File: config.mk
export PLATFORM = sky130hd
export DESIGN_NAME = hyperbus_tf_splitter
export DESIGN_NICKNAME = d
export VERILOG_FILES = /design/src/rtl/hyperbus_tf_splitter.sv
export SDC_FILE = /design/constraint.sdc
export NUM_CORES = 1
export LEC_CHECK = 0
export CAP_MARGIN = 20
export CORE_MARGIN = 2
export CORE_UTILIZATION = 41
export DETAILED_ROUTE_END_ITERATION = 10
export PLACE_DENSITY_LB_ADDON = 0.25
export SETUP_SLACK_MARGIN = 0.3
export SYNTH_ARGS = -nofsm -noshare
export SYNTH_HDL_FRONTEND = slang
export SYNTH_SLANG_ARGS = --single-unit
File: constraint.sdc
create_clock -name clk_i -period 15.8 [get_ports clk_i]
set_input_delay 3.16 -clock clk_i [delete_from_list [all_inputs] [get_ports clk_i]]
set_output_delay 3.16 -clock clk_i [all_outputs]
set_load 0.02 [all_outputs]
File: src/rtl/hyperbus_tf_splitter.sv
// Splits one HyperBus transfer into sub-transfers bounded by a maximum word
// count and by the chip boundary 2^(msb+1) bytes. The word size is 2 B with
// one PHY and 4 B with two PHYs.
//
// Ports:
//   clk_i, rst_ni           clock, asynchronous active-low reset
//   cfg_max_words_i         max words per sub-transfer (0 = unlimited)
//   cfg_addr_mask_msb_i     chip boundary is 2^(msb+1) bytes
//   cfg_phys_in_use_i       0 = one PHY (2 B words), 1 = two PHYs (4 B words)
//   in_*                    parent transfer (valid/ready handshake)
//   out_*                   sub-transfer (valid/ready handshake), first/last markers
//   err_o                   one-cycle pulse when an illegal transfer is dropped
//   busy_o                  high while a transfer is being split
module hyperbus_tf_splitter #(
   parameter int unsigned NumPhys   = 2,
   parameter int unsigned AddrWidth = 32,
   parameter int unsigned BlenWidth = 15
) (
   input  logic                 clk_i,
   input  logic                 rst_ni,
   input  logic [15:0]          cfg_max_words_i,
   input  logic [4:0]           cfg_addr_mask_msb_i,
   input  logic                 cfg_phys_in_use_i,
   input  logic                 in_valid_i,
   output logic                 in_ready_o,
   input  logic                 in_write_i,
   input  logic                 in_burst_type_i,
   input  logic                 in_addr_space_i,
   input  logic [AddrWidth-1:0] in_addr_i,
   input  logic [BlenWidth-1:0] in_burst_i,
   output logic                 out_valid_o,
   input  logic                 out_ready_i,
   output logic                 out_write_o,
   output logic                 out_burst_type_o,
   output logic                 out_addr_space_o,
   output logic [AddrWidth-1:0] out_addr_o,
   output logic [BlenWidth-1:0] out_burst_o,
   output logic                 out_first_o,
   output logic                 out_last_o,
   output logic                 err_o,
   output logic                 busy_o
);

   // Common width for comparing remaining count, max words and boundary distance
   localparam int unsigned Aw1      = AddrWidth + 1;
   localparam int unsigned CmpWidth = (Aw1 > BlenWidth) ? ((Aw1 > 16) ? Aw1 : 16)
                                                       : ((BlenWidth > 16) ? BlenWidth : 16);

   typedef enum logic {StIdle, StSplit} state_e;

   state_e                 state_q, state_d;
   logic [AddrWidth-1:0]   addr_q, addr_d;
   logic [BlenWidth-1:0]   rem_q, rem_d;
   logic                   first_q, first_d;
   logic                   write_q, write_d;
   logic                   btype_q, btype_d;
   logic                   aspace_q, aspace_d;
   logic [15:0]            max_q, max_d;
   logic [4:0]             msb_q, msb_d;
   logic                   phys2_q, phys2_d;
   logic                   err_q, err_d;

   logic [BlenWidth-1:0]   chunk;
   logic                   last_c;
   logic [1:0]             word_shift;
   logic                   in_phys2;
   logic                   in_illegal;

   // State and latched-transfer registers
   always_ff @(posedge clk_i or negedge rst_ni) begin
      if (!rst_ni) begin
         state_q  <= StIdle;
         addr_q   <= '0;
         rem_q    <= '0;
         first_q  <= 1'b0;
         write_q  <= 1'b0;
         btype_q  <= 1'b0;
         aspace_q <= 1'b0;
         max_q    <= '0;
         msb_q    <= '0;
         phys2_q  <= 1'b0;
         err_q    <= 1'b0;
      end else begin
         state_q  <= state_d;
         addr_q   <= addr_d;
         rem_q    <= rem_d;
         first_q  <= first_d;
         write_q  <= write_d;
         btype_q  <= btype_d;
         aspace_q <= aspace_d;
         max_q    <= max_d;
         msb_q    <= msb_d;
         phys2_q  <= phys2_d;
         err_q    <= err_d;
      end
   end

   // A single-PHY build ignores the PHY selection input
   assign in_phys2   = (NumPhys > 1) && cfg_phys_in_use_i;
   assign in_illegal = (in_burst_i == '0) ||
                       (in_phys2 ? (in_addr_i[1:0] != 2'b00) : in_addr_i[0]);
   assign word_shift = phys2_q ? 2'd2 : 2'd1;

   // Chunk length from latched state: min(remaining, max words, words to boundary)
   always_comb begin
      logic [5:0]          msb_p1;
      logic [CmpWidth-1:0] bound_bytes;
      logic [CmpWidth-1:0] offset;
      logic [CmpWidth-1:0] to_bound;
      logic [CmpWidth-1:0] chunk_w;
      msb_p1      = 6'(msb_q) + 6'd1;
      bound_bytes = '0;
      offset      = '0;
      to_bound    = '1;
      // Boundary beyond the address space never limits the chunk
      if (32'(msb_p1) <= AddrWidth) begin
         bound_bytes = CmpWidth'(1) << msb_p1;
         offset      = CmpWidth'(addr_q) & (bound_bytes - CmpWidth'(1));
         to_bound    = (bound_bytes - offset) >> word_shift;
      end
      chunk_w = CmpWidth'(rem_q);
      if ((max_q != 16'd0) && (CmpWidth'(max_q) < chunk_w)) begin
         chunk_w = CmpWidth'(max_q);
      end
      if (to_bound < chunk_w) begin
         chunk_w = to_bound;
      end
      chunk  = BlenWidth'(chunk_w);
      last_c = (chunk == rem_q);
   end

   // Next-state logic
   always_comb begin
      state_d  = state_q;
      addr_d   = addr_q;
      rem_d    = rem_q;
      first_d  = first_q;
      write_d  = write_q;
      btype_d  = btype_q;
      aspace_d = aspace_q;
      max_d    = max_q;
      msb_d    = msb_q;
      phys2_d  = phys2_q;
      err_d    = 1'b0;
      case (state_q)
         StIdle: begin
            if (in_valid_i) begin
               addr_d   = in_addr_i;
               rem_d    = in_burst_i;
               write_d  = in_write_i;
               btype_d  = in_burst_type_i;
               aspace_d = in_addr_space_i;
               max_d    = cfg_max_words_i;
               msb_d    = cfg_addr_mask_msb_i;
               phys2_d  = in_phys2;
               if (in_illegal) begin
                  err_d = 1'b1;
               end else begin
                  first_d = 1'b1;
                  state_d = StSplit;
               end
            end
         end
         StSplit: begin
            if (out_ready_i) begin
               addr_d  = addr_q + (AddrWidth'(chunk) << word_shift);
               rem_d   = rem_q - chunk;
               first_d = 1'b0;
               if (last_c) begin
                  state_d = StIdle;
               end
            end
         end
         default: state_d = StIdle;
      endcase
   end

   assign in_ready_o       = (state_q == StIdle);
   assign out_valid_o      = (state_q == StSplit);
   assign busy_o           = (state_q != StIdle);
   assign out_write_o      = write_q;
   assign out_burst_type_o = btype_q;
   assign out_addr_space_o = aspace_q;
   assign out_addr_o       = addr_q;
   assign out_burst_o      = chunk;
   assign out_first_o      = (state_q == StSplit) && first_q;
   assign out_last_o       = (state_q == StSplit) && last_c;
   assign err_o            = err_q;

endmodule

==> summary.md <==
| Metric | Value |
|---|---|
| Pwr Density | `178 mW/mm^2` |
| Num CTS Buffers | `9` |
| TritonCTS Sinks | `75` |
| Hold Path Depth | `2` |
| Max-capacitance violation count | `0` |
| P&R area growth vs syn | `20.7%` |
| Async S/R FF share, synth | `100%` |
| Worst path max stage delay | `0.87 ns` |
| GPL Wtd Cong | `0.995` |
| Largest net degree at the start of global routing | `76` |
| Power share of the sequential group | `20.2%` |
| WL/cell | `22.5 um` |
| Vias per Instance | `6.31` |
| CTS Buffer Depth | `2` |
| Slew of the pin with the lowest slew margin | `1.03 ns` |
| Detailed placement HPWL | `27100 um` |
| Die span in x | `151 um` |
| Slew Viols, Final | `0` |
| Pleak | `4.71 nW` |
| Post-synth top area cell | `dfrtp_1` |
| Top cells by count, synth | `nand2_1, a21oi_1, inv_1, o21ai_0, nor2_1` |
| Crit path kind | `reg -> out` |
| Minimum clock period after layout | `12.89 ns` |
| Fmax | `77.6 MHz` |
| First-pass GRT wire length | `53300 um` |
| Worst VDD drop | `0.0928 mV` |
| Vias | `9836` |
| Synth Flop Type | `dfrtp_1` |
| Vias in the first global route | `9098` |
| Initial antenna violation count | `0` |
| Detailed Route WL | `35100 um` |
| Crit path arrival time | `9.73 ns` |
| Grt total ovfl | `0` |
| CP Launch Type | `flip-flop` |
| Switching power | `0.953 mW` |
| Post-synth top area share | `21.1%` |
| Final Hold Violating Endpoints | `0` |
| Mapped Cells | `1193` |
| Reg clk slew, reported paths | `0.07 ns` |
| Final period util | `81.6%` |
| First drt pass iteration count | `5` |
| PortBufs | `131` |
| Path category of the worst min-delay check | `reg -> reg` |
| Clk network pwr share | `13.7%` |
| Root Driver | `clkbuf_16` |
| Final net count | `1427` |
| Crit path max fanout | `43` |
| H-tree Lvls | `3` |
| RSZ-0062 raised after global routing | `no` |
| Worst setup EP type | `primary output` |
| Main area contributors after synthesis | `dfrtp_1, ha_1, nand2_1` |
| Clk_lat worst skew | `0.36 ns` |
| Crit-path slowest cell | `a211oi_4` |
| Register bit total from synthesis | `75` |
| Setup TNS | `0 ns` |
| FP Rows | `53` |
| Post-route ant nets | `0` |
| Outcome | `complete, no violations` |
| Core area | `0.0212 mm^2` |
| DRC violations left | `0` |
| Final worst slack | `2.91 ns` |
| Worst r2r path cells | `43` |
| YS warnings | `0` |
| Reg-to-reg slack, setup | `5.05 ns` |
| Post-synth EDFFs | `0` |
| Final setup violation count | `0` |
| Starting DRT DRC Count | `1024` |
| Sequential fraction of the synthesis area | `21.1%` |
| Count leader, synth | `nand2_1` |
| CP required | `12.64 ns` |
| Pre-CTS setup slack | `3.44 ns` |
| Io pins | `132` |
| Gr usage total | `30.6%` |
| Setup Buffers After CTS | `0` |
| Antenna Cells | `0` |
| Worst Skew | `0.00972 ns` |
| Synth unique cells | `82` |
| Pint | `0.958 mW` |
| Post-CTS sizing | `0` |
| DIE HEIGHT | `151 um` |
| Sw frac | `49.9%` |
| Max-slew headroom | `31.0%` |
| Die area | `0.0229 mm^2` |
| CTS Hold Bufs | `0` |
| Starting Density | `42.1%` |
| Share of cells above drive strength 1 | `4.29%` |
| Post-synthesis cell area | `0.00890 mm^2` |
| Comb power frac | `66.1%` |
| Syn_area_per_cell | `7.46 um^2` |
| TritonCTS clock tree | `done` |
## layout make-up
type                            count  area, um^2
Clock buffer                        9         225
Clock inverter                      7         140
Fill cell                        2020       10400
Inverter                           82         308
Multi-Input combinational cell    966        6430
Sequential cell                    75        1880
Tap cell                          275         344
Timing Repair Buffer              144        1410
## sequential cells by signal, indices dropped and copies added, names as in the netlist, named ones only
signal,cells
first_q,1
out_write_o,1
busy_o,1
out_burst_type_o,1
err_o,1
rem_q,15
out_addr_o,31
phys2_q,1
max_q,16
msb_q,5
out_addr_space_o,1
## layer usage
| metal | part of all wire (%) | GRT usage [%] | vias up |
|---|---|---|---|
| met4 | 3.2 | 10.9 | 0 |
| met5 | 0 | 0 | - |
| met2 | 44 | 46.8 | 515 |
| met1 | 44 | 43.8 | 4712 |
| met3 | 8.5 | 4.55 | 81 |
| li1 | - | - | 4528 |
## logic make-up (layout without fill, tap and decap cells)
kind of cell,Yosys count,after routing,share of synthesized area (%)
AOI/OAI and AO/OA,362,362,27.1
muxes,52,52,6.01
DFF,75,75,21.1
adders and majority gates,73,73,10.4
and+or+nand+nor,430,430,23.8
xor gates and xnor gates,45,45,4.67
other,2,4,0.0844
buffers and inverters,154,242,6.84
## power groups by stage
stage                     registers (mW)  clock network, mW  logic [mW]
after floorplan                    0.358                  0       0.831
after global placement             0.379                  0        1.22
after detailed placement           0.378                  0        1.23
after CTS                          0.375              0.264        1.24
after global routing               0.388              0.269        1.39
final                              0.386              0.261        1.26
## worst paths after layout
check | from | end
worst min register to register | out_burst_type_o | out_burst_type_o
min in group asynchronous | rst_ni | max_q[2]
worst max-delay path | msb_q[3] | out_last_o
worst min-delay path | out_burst_type_o | out_burst_type_o
max in group asynchronous | rst_ni | out_addr_o[14]
worst max register to register | msb_q[3] | out_addr_o[30]
## critical path, delay by kind of cell (launching register included)
kind	cells	cell delay [ns]
DFF	1	0.36
and+or+nand+nor	11	3.49
xor gates and xnor gates	1	0.18
buffers and inverters	6	1.38
adders and majority gates	4	1.09
muxes	2	0.69
AOI/OAI and AO/OA	9	2.18
## placed cells by master, fill, tap and decap left out, types with 6 or more instances in the layout
cell type	count
nand2_1	148
clkdlybuf4s50_1	130
a21oi_1	86
inv_1	81
o21ai_0	79
nor2_1	76
dfrtp_1	75
ha_1	71
mux2i_1	43
nor3_1	36
nand3_1	31
a21o_1	30
xnor2_1	25
nand2b_1	21
nand4_1	19
nor2b_1	18
xor2_1	18
a22oi_1	17
a31oi_1	16
o22ai_1	16
nor4_1	15
a211oi_1	13
buf_4	13
o211ai_1	12
and2_1	12
and3_1	12
or3_1	10
o31ai_1	10
clkbuf_16	9
mux2_2	8
o21a_1	7
nand3b_1	7
a211o_1	7
a311oi_1	6
## stage by stage
step                      utilization, %  power [mW]  hold WS (ns)  std cells  instance area [um^2]
after floorplan                        -        1.19         0.439       1195                  8900
after global placement              49.0        1.60         0.459       1541                 10400
after detailed placement            49.0        1.61         0.457       1541                 10400
after CTS                           50.7        1.88         0.477       1557                 10700
after global routing                50.7        2.04         0.494       1558                 10700
final                               50.7        1.91         0.472       1558                 10700
No activity file was read; power rests on OpenSTA's default activity.
